## config.mk

```make
export PLATFORM = sky130hd
export DESIGN_NAME = trig_ack_monitor_flat
export DESIGN_NICKNAME = d
export VERILOG_FILES = /design/src/rtl/trig_ack_monitor_pkg.sv /design/src/rtl/trig_ack_monitor_if.sv /design/src/rtl/trig_ack_monitor_ack_sync_edge.sv /design/src/rtl/trig_ack_monitor.sv /design/src/flat_wrapper.sv
export SDC_FILE = /design/constraint.sdc
export NUM_CORES = 1
export LEC_CHECK = 0
export ABC_AREA = 1
export CAP_MARGIN = 25
export CORE_MARGIN = 1.5
export CORE_UTILIZATION = 55
export DETAILED_ROUTE_END_ITERATION = 8
export DONT_BUFFER_PORTS = 1
export PLACE_DENSITY_LB_ADDON = 0.08
export SYNTH_ARGS = -nofsm -noshare
export SYNTH_HDL_FRONTEND = slang
export SYNTH_SLANG_ARGS = --single-unit
```

## constraint.sdc

```tcl
create_clock -name CLK_80MHZ -period 5.1 [get_ports CLK_80MHZ]
set_input_delay 0.51 -clock CLK_80MHZ [delete_from_list [all_inputs] [get_ports CLK_80MHZ]]
set_output_delay 0.51 -clock CLK_80MHZ [all_outputs]
set_load 0.02 [all_outputs]
```

## src/rtl/trig_ack_monitor_pkg.sv

```systemverilog
// Shared definitions for the SCROD trigger/ack monitor: FSM state type,
// default channel count and a population-count helper.
package trig_pkg;

    localparam int N_SCRODS_DEF = 12;

    typedef enum logic {
        IDLE = 1'b0,
        WAIT = 1'b1
    } state_t;

    // Number of set bits in a vector of up to 64 channels.
    function automatic int unsigned popcount(input logic [63:0] v);
        int unsigned n;
        n = 0;
        for (int i = 0; i < 64; i++) begin
            n = n + {31'd0, v[i]};
        end
        return n;
    endfunction

endpackage

```

## src/rtl/trig_ack_monitor_if.sv

```systemverilog
// Trigger/ack bundle between the trigger logic (master) and the ack monitor
// (slave). Clock and reset are kept as plain ports on the monitor.
interface trig_ack_monitor_if
    import trig_pkg::*;
#(
    parameter int N_SCRODS = N_SCRODS_DEF,
    parameter int TMO_W    = 8,
    parameter int MISS_W   = 16
);
    logic [N_SCRODS-1:0] ACK;
    logic                TRG_FIRE;
    logic [N_SCRODS-1:0] TRG_MASK;
    logic [TMO_W-1:0]    TMO_CYCLES;
    logic                CLEAR_STATS;

    logic [N_SCRODS-1:0] ACK_SYNC;
    logic [N_SCRODS-1:0] ACK_RISE;
    logic                BUSY;
    logic                ALL_ACKED;
    logic [TMO_W-1:0]    LAST_LATENCY;
    logic [N_SCRODS-1:0] TMO_FLAGS;
    logic [MISS_W-1:0]   MISS_COUNT;
    logic                OVERLAP;

    modport master (
        output ACK, TRG_FIRE, TRG_MASK, TMO_CYCLES, CLEAR_STATS,
        input  ACK_SYNC, ACK_RISE, BUSY, ALL_ACKED, LAST_LATENCY,
               TMO_FLAGS, MISS_COUNT, OVERLAP
    );

    modport slave (
        input  ACK, TRG_FIRE, TRG_MASK, TMO_CYCLES, CLEAR_STATS,
        output ACK_SYNC, ACK_RISE, BUSY, ALL_ACKED, LAST_LATENCY,
               TMO_FLAGS, MISS_COUNT, OVERLAP
    );
endinterface

```

## src/rtl/trig_ack_monitor_ack_sync_edge.sv

```systemverilog
// One ACK channel: two-flop synchroniser followed by a registered
// rising-edge detector. sync lags d by 2 cycles, rise pulses 3 cycles
// after the d edge for exactly one cycle.
module ack_sync_edge (
    input  logic clk,
    input  logic rst_n,
    input  logic d,
    output logic sync,
    output logic rise
);
    logic meta_p0;
    logic sync_p1;
    logic sync_p2;
    logic rise_q;

    // Synchroniser chain, delayed copy and registered edge pulse.
    always_ff @(posedge clk) begin
        if (!rst_n) begin
            meta_p0 <= 1'b0;
            sync_p1 <= 1'b0;
            sync_p2 <= 1'b0;
            rise_q  <= 1'b0;
        end else begin
            meta_p0 <= d;
            sync_p1 <= meta_p0;
            sync_p2 <= sync_p1;
            rise_q  <= sync_p1 & ~sync_p2;
        end
    end

    assign sync = sync_p1;
    assign rise = rise_q;

endmodule

```

## src/rtl/trig_ack_monitor.sv

```systemverilog
// Trigger acknowledge monitor: synchronises SCROD ACK lines, opens an ack
// window on each trigger, and reports completion, latency, per-channel
// timeouts, a saturating miss counter and trigger overlap.
module trig_ack_monitor
    import trig_pkg::*;
#(
    parameter int N_SCRODS = N_SCRODS_DEF,  // at most 64 (popcount width)
    parameter int TMO_W    = 8,
    parameter int MISS_W   = 16
) (
    input logic               CLK_80MHZ,
    input logic               RESET_N,
    trig_ack_monitor_if.slave bus
);
    localparam logic [TMO_W-1:0]  TMO_ONE  = TMO_W'(1);
    localparam logic [MISS_W-1:0] MISS_ONE = MISS_W'(1);

    logic [N_SCRODS-1:0] ack_sync;
    logic [N_SCRODS-1:0] ack_rise;

    state_t              state_q, state_d;
    logic [N_SCRODS-1:0] pending_q, pending_d, pending_n;
    logic [TMO_W-1:0]    timer_q, timer_d;
    logic                ack_done;
    logic                tmo_hit;
    logic                start_empty;

    logic                all_acked_q;
    logic [TMO_W-1:0]    last_latency_q;
    logic [N_SCRODS-1:0] tmo_flags_q;
    logic [MISS_W-1:0]   miss_count_q;
    logic                overlap_q;

    for (genvar i = 0; i < N_SCRODS; i++) begin : g_ack
        ack_sync_edge u_sync (
            .clk   (CLK_80MHZ),
            .rst_n (RESET_N),
            .d     (bus.ACK[i]),
            .sync  (ack_sync[i]),
            .rise  (ack_rise[i])
        );
    end

    // FSM state, pending set and window timer registers.
    always_ff @(posedge CLK_80MHZ) begin
        if (!RESET_N) begin
            state_q   <= IDLE;
            pending_q <= '0;
            timer_q   <= '0;
        end else begin
            state_q   <= state_d;
            pending_q <= pending_d;
            timer_q   <= timer_d;
        end
    end

    // Next-state logic: window open, ack collection and end-of-window
    // decision; an ack arriving on the timeout cycle takes priority.
    always_comb begin
        state_d     = state_q;
        pending_d   = pending_q;
        timer_d     = timer_q;
        pending_n   = pending_q & ~ack_rise;
        ack_done    = 1'b0;
        tmo_hit     = 1'b0;
        start_empty = 1'b0;
        case (state_q)
            IDLE: begin
                if (bus.TRG_FIRE) begin
                    pending_d = bus.TRG_MASK;
                    timer_d   = '0;
                    if (bus.TRG_MASK == '0) begin
                        start_empty = 1'b1;
                    end else begin
                        state_d = WAIT;
                    end
                end
            end
            WAIT: begin
                pending_d = pending_n;
                if (timer_q != '1) begin
                    timer_d = timer_q + TMO_ONE;
                end
                if (popcount(64'(pending_n)) == 0) begin
                    ack_done = 1'b1;
                    state_d  = IDLE;
                end else if ((bus.TMO_CYCLES != '0) &&
                             (timer_q == bus.TMO_CYCLES - TMO_ONE)) begin
                    tmo_hit = 1'b1;
                    state_d = IDLE;
                end
            end
            default: state_d = IDLE;
        endcase
    end

    // Completion pulse, latency capture and sticky statistics; a clear
    // request overrides any timeout or overlap update in the same cycle.
    always_ff @(posedge CLK_80MHZ) begin
        if (!RESET_N) begin
            all_acked_q    <= 1'b0;
            last_latency_q <= '0;
            tmo_flags_q    <= '0;
            miss_count_q   <= '0;
            overlap_q      <= 1'b0;
        end else begin
            all_acked_q <= ack_done | start_empty;
            if (ack_done) begin
                last_latency_q <= timer_q;
            end else if (start_empty) begin
                last_latency_q <= '0;
            end
            if (bus.CLEAR_STATS) begin
                tmo_flags_q  <= '0;
                miss_count_q <= '0;
                overlap_q    <= 1'b0;
            end else begin
                if (tmo_hit) begin
                    tmo_flags_q <= tmo_flags_q | pending_n;
                    if (miss_count_q != '1) begin
                        miss_count_q <= miss_count_q + MISS_ONE;
                    end
                end
                if ((state_q == WAIT) && bus.TRG_FIRE) begin
                    overlap_q <= 1'b1;
                end
            end
        end
    end

    assign bus.ACK_SYNC     = ack_sync;
    assign bus.ACK_RISE     = ack_rise;
    assign bus.BUSY         = (state_q == WAIT);
    assign bus.ALL_ACKED    = all_acked_q;
    assign bus.LAST_LATENCY = last_latency_q;
    assign bus.TMO_FLAGS    = tmo_flags_q;
    assign bus.MISS_COUNT   = miss_count_q;
    assign bus.OVERLAP      = overlap_q;

endmodule

```

## src/flat_wrapper.sv

```systemverilog
// flat-port wrapper written by rule: the top's interface ports become plain ports
module trig_ack_monitor_flat import trig_pkg::*;
#(
    parameter int N_SCRODS = N_SCRODS_DEF,                                
    parameter int TMO_W    = 8,
    parameter int MISS_W   = 16
)
  (CLK_80MHZ, RESET_N, bus_ACK, bus_TRG_FIRE, bus_TRG_MASK, bus_TMO_CYCLES, bus_CLEAR_STATS, bus_ACK_SYNC, bus_ACK_RISE, bus_BUSY, bus_ALL_ACKED, bus_LAST_LATENCY, bus_TMO_FLAGS, bus_MISS_COUNT, bus_OVERLAP);
  trig_ack_monitor_if #(.N_SCRODS(N_SCRODS), .TMO_W(TMO_W), .MISS_W(MISS_W)) bus_i ();
  input logic CLK_80MHZ;
  input logic RESET_N;
  input wire logic [$bits(bus_i.ACK)-1:0] bus_ACK;
  input wire logic [$bits(bus_i.TRG_FIRE)-1:0] bus_TRG_FIRE;
  input wire logic [$bits(bus_i.TRG_MASK)-1:0] bus_TRG_MASK;
  input wire logic [$bits(bus_i.TMO_CYCLES)-1:0] bus_TMO_CYCLES;
  input wire logic [$bits(bus_i.CLEAR_STATS)-1:0] bus_CLEAR_STATS;
  output wire logic [$bits(bus_i.ACK_SYNC)-1:0] bus_ACK_SYNC;
  output wire logic [$bits(bus_i.ACK_RISE)-1:0] bus_ACK_RISE;
  output wire logic [$bits(bus_i.BUSY)-1:0] bus_BUSY;
  output wire logic [$bits(bus_i.ALL_ACKED)-1:0] bus_ALL_ACKED;
  output wire logic [$bits(bus_i.LAST_LATENCY)-1:0] bus_LAST_LATENCY;
  output wire logic [$bits(bus_i.TMO_FLAGS)-1:0] bus_TMO_FLAGS;
  output wire logic [$bits(bus_i.MISS_COUNT)-1:0] bus_MISS_COUNT;
  output wire logic [$bits(bus_i.OVERLAP)-1:0] bus_OVERLAP;
  assign bus_i.ACK = bus_ACK;
  assign bus_i.TRG_FIRE = bus_TRG_FIRE;
  assign bus_i.TRG_MASK = bus_TRG_MASK;
  assign bus_i.TMO_CYCLES = bus_TMO_CYCLES;
  assign bus_i.CLEAR_STATS = bus_CLEAR_STATS;
  assign bus_ACK_SYNC = bus_i.ACK_SYNC;
  assign bus_ACK_RISE = bus_i.ACK_RISE;
  assign bus_BUSY = bus_i.BUSY;
  assign bus_ALL_ACKED = bus_i.ALL_ACKED;
  assign bus_LAST_LATENCY = bus_i.LAST_LATENCY;
  assign bus_TMO_FLAGS = bus_i.TMO_FLAGS;
  assign bus_MISS_COUNT = bus_i.MISS_COUNT;
  assign bus_OVERLAP = bus_i.OVERLAP;
  trig_ack_monitor #(.N_SCRODS(N_SCRODS), .TMO_W(TMO_W), .MISS_W(MISS_W)) u_core (.CLK_80MHZ(CLK_80MHZ), .RESET_N(RESET_N), .bus(bus_i));
endmodule
```

==> summary by stage <==
Run status
The flow ran to the end, and the final reports show no timing, DRC or antenna violations.

Placed design
The number of I/O port buffers is 0. The placer's final routability congestion estimate is 0.843. The number of placed instances, taps included, is 735. Once detailed placement completed, the half-perimeter wirelength came to 7.64 mm.

Power and ir drop
The power density of the placed cells is 335 nW/um^2. The analysis attributes to cell leakage a power of 2.33 nW. VDD sags by at most 0.238 mV.

STA
After routing, the total negative slack on setup checks comes to 0 ps. The final count of pins violating max slew is 0. Derived from the worst setup path, the maximum achievable clock frequency is 0.209 GHz. At the pin with the least slew margin, the transition time is 687 ps. The worst-case headroom to the max-slew limit is 0.541.

Counting I/O delays and the setup requirement, the final critical path takes 4780 ps. Across all hold checks on the routed design, the worst slack comes to 231 ps. The hold violation total from the final report is 0. The clock arrives with 8.69 ps of skew. The total of endpoints with negative setup slack in the final report is 0. The period utilization is 0.938. Setup repair after global routing left no endpoint under its margin.

Route
The total number of vias is 3803. In the final routed layout, each cell accounts on average for 13.3 um. The remaining antenna violation count after routing is 0. The first TritonRoute pass finished after 4 iterations. The first routing iteration left 99 violations. The final wirelength is 9.98 mm. In the routed design, unresolved DRC markers number 0. Dividing the detail-routed via count by the number of cells gives 5.06.

Critical path
The register-to-register setup slack is 320 ps. The critical-path cell with the highest stage delay is sky130_fd_sc_hd__fa_1. The delay of the slowest cell on the worst path is 530 ps. The nature of the critical path endpoint is a flip-flop. The cell occurring most often along the worst timing path is sky130_fd_sc_hd__inv_1. The endpoint identified for the worst register-to-register timing path is u_core.bus.MISS_COUNT[7]$_SDFFE_PP0P_. Traced cell by cell, the critical path runs through nor2_1 -> ha_1 -> inv_1 -> fa_1 -> inv_1 -> fa_1 -> inv_1 -> fa_1 -> inv_1 -> fa_1 -> inv_1 -> fa_1 -> inv_1 -> nor4_1 -> nand2_1 -> inv_1 -> nor2_1 -> nand4_1 -> nor2_2 -> nand2_1 -> o21ai_0 -> nor2_1. The type of element launching the critical path is a flip-flop.

The most critical setup path has its startpoint at u_core.g_ack[0].u_sync.rise$_SDFF_PN0_. The number of cells traversed by the worst register-to-register path is 22. The worst setup path is of the flip-flop to flip-flop kind. The launching point of the worst reg2reg path is u_core.g_ack[0].u_sync.rise$_SDFF_PN0_. The capturing instance or port of the critical path is u_core.bus.MISS_COUNT[7]$_SDFFE_PP0P_. In this run the worst path has a maximum fanout of 5.

For the worst setup path, the data required time is 5360 ps. STA puts the critical path data arrival time at 5050 ps.

Die
The number of placement rows is 33. The floorplan step defined a die boundary enclosing 9280 um^2. The core box area is 8340 um^2. The floorplan step set the die height to 96.4 um.

The initial utilization of the core area, before any placement, comes to 0.575. In this run the count of I/O pins placed on the die edge is 99. In this run the horizontal extent of the chip is 96.4 um.

GRT
For this run, the total global-route usage over all layers was measured as 0.229. The initial antenna violation count came to 0. The wire length of the first global-routing pass is 16.3 mm. Entering global routing, the biggest net connects 38 pins. The via count of the first global-routing pass is 3730. The leftover overflow at the end of global routing is 0.

Synthesis
Counting flops with a built-in enable in the synthesized netlist gives 0. The post-synthesis cell type count is 34. The synthesized area per cell is 7.21 um^2. By area the synthesized netlist is led by sky130_fd_sc_hd__dfxtp_1 (45%), sky130_fd_sc_hd__nand2_1 (12%), sky130_fd_sc_hd__inv_1 (9.0%). The mapped netlist covers 4790 um^2. The count of synthesis-stage warnings from yosys is 0. The number of standard cells after synthesis is 665. Among all flip-flop cells after synthesis, the most frequent one is sky130_fd_sc_hd__dfxtp_1. In this run, synthesis produced a sequential element count of 107.

Of the synthesized area, sequential elements account for 0.447. The synthesized design spends more area on one cell type than any other, namely sky130_fd_sc_hd__dfxtp_1. The area share of the largest cell type after synthesis is 0.447. The share of flip-flops with an asynchronous set or reset after synthesis is 0. Synthesis produced a netlist with a net count of 715.

Clock tree
The number of clock buffers inserted by TritonCTS is 9. The clock drives 107 sinks. Once the clock tree was built, the setup fixing pass inserted 0 buffers. The count of instances resized after the clock tree is built is 0.

The clock latency of the later-clocked register in the worst-skew pair is 370 ps. The root buffer cell chosen for the clock tree is sky130_fd_sc_hd__clkbuf_8. The number of hold buffers added after CTS was 0. After clock tree synthesis, the clock-pin slew on the worst setup and hold paths is 110 ps. The clock tree from TritonCTS is yes. No sink is reached through more buffers than the 2 on the longest clock path. The number of H-tree branching levels is 3.

Cells and area
The proportion of layout cells with a drive suffix above 1 is 0.0480. The final non-filler cell total is 751. The diode insertion count for antenna repair is 0. The final layout contains 691 nets.

From synthesis to final layout, the design area changed by 2.82%. Counting the fill cells in the layout gives 794.

Flow run
Across the run, the number of max-cap violations was 0.

Worst hold path
The worst hold path class is input port to flip-flop.
cell usage after synthesis (all sizes together) (6+ instances only):
cell / count
fa: 7
a21oi: 45
clkbuf: 6
dfxtp: 107
o21ai: 8
nand4: 10
nor2: 95
inv: 115
xor2: 6
nor3: 7
nand2: 160
ha: 7
buf: 31
nand3: 41
nor4: 7
final cells by class:
type / instances / area (um^2) / area share
clock buffers: 10 / 138 / 0.0279
clock inverters: 6 / 80.1 / 0.0162
inverters: 117 / 443 / 0.0899
multi-input cells: 404 / 1980 / 0.401
flip-flops and latches: 107 / 2140 / 0.435
well taps: 105 / 131 / 0.0267
repair buffers: 2 / 15.0 / 0.00305
cells in the final DEF (no fill, tap or decap), drive strengths merged, types with 2 or more instances in the layout:
| cell | synthesis | layout |
|---|---|---|
| nand2 | 160 | 160 |
| inv | 115 | 118 |
| dfxtp | 107 | 107 |
| nor2 | 95 | 95 |
| a21oi | 45 | 45 |
| nand3 | 41 | 41 |
| nand4 | 10 | 10 |
| clkbuf | 6 | 10 |
| o21ai | 8 | 8 |
| nor3 | 7 | 7 |
| nor4 | 7 | 7 |
| fa | 7 | 7 |
| ha | 7 | 7 |
| xor2 | 6 | 6 |
| clkinv | 2 | 2 |
| clkinvlp | 0 | 2 |
| nor3b | 2 | 2 |
| buf | 31 | 2 |
report_power, final:
group	total (W)	switching, W	internal (W)
registers	0.000887	0.0000249	0.000862
clock network	0.000556	0.000303	0.000253
logic	0.000207	0.000141	0.0000660
worst min-delay path by stage:
stage	cells after the start	slack, ps	startpoint	to
after global routing	2	210	bus_ACK[2]	u_core.g_ack[2].u_sync.meta_p0$_SDFF_PN0_
after global placement	1	370	u_core.g_ack[2].u_sync.sync_p2$_SDFF_PN0_	u_core.g_ack[2].u_sync.rise$_SDFF_PN0_
after CTS	2	210	RESET_N	u_core.g_ack[2].u_sync.sync$_SDFF_PN0_
after floorplan	1	370	u_core.g_ack[0].u_sync.sync_p2$_SDFF_PN0_	u_core.g_ack[0].u_sync.rise$_SDFF_PN0_
final	2	230	bus_ACK[7]	u_core.g_ack[7].u_sync.meta_p0$_SDFF_PN0_
after detailed placement	1	370	u_core.g_ack[10].u_sync.sync_p2$_SDFF_PN0_	u_core.g_ack[10].u_sync.rise$_SDFF_PN0_
kinds of logic (layout without fill, tap and decap cells):
logic type,after synthesis,in the layout,synth area share
AO/OA/AOI/OAI,58,58,0.0640
XOR/XNOR,7,7,0.0128
adder cells (fa/ha/maj),14,14,0.0475
buffers and inverters,154,135,0.140
flip-flops,107,107,0.447
AND/OR/NAND/NOR,325,325,0.288
metal layers:
layer  global-route usage  part of all wire  vias up
met5                    0                 0        -
met1                0.249              0.42     1734
met4               0.0773             0.019        0
met3               0.0932             0.084       13
li1                     -                 -     1962
met2                0.402              0.48       94
critical path: cells and delay by family, from the launching register on:
family | cells | cell delay, ps
AOI/OAI and AO/OA | 1 | 170
and+or+nand+nor | 8 | 1070
buffers and inverters | 7 | 400
adders and majority gates | 6 | 2550
DFF | 1 | 490
flip-flops by register name (all words and copies together), names as in the netlist:
register / count
u_core.bus.MISS_COUNT: 16
u_core.bus.TMO_FLAGS: 12
u_core.g_ack.u_sync.meta_p0: 12
u_core.g_ack.u_sync.rise: 12
u_core.g_ack.u_sync.sync: 12
u_core.g_ack.u_sync.sync_p2: 12
u_core.pending_q: 12
u_core.bus.LAST_LATENCY: 8
u_core.timer_q: 8
u_core.bus.ALL_ACKED: 1
u_core.bus.BUSY: 1
u_core.bus.OVERLAP: 1
stage by stage:
stage | utilization | instance area (um^2) | total power, W | worst slack, ps
2_1_floorplan | - | 4790 | 0.00108 | 846
3_3_place_gp | 0.564 | 4710 | 0.00111 | 422
3_5_place_dp | 0.564 | 4710 | 0.00112 | 286
4_1_cts | 0.590 | 4920 | 0.00167 | 290
5_1_grt | 0.591 | 4930 | 0.00174 | 22.4
6_report | 0.591 | 4930 | 0.00165 | 316
No activity file was read; power rests on OpenSTA's default activity.
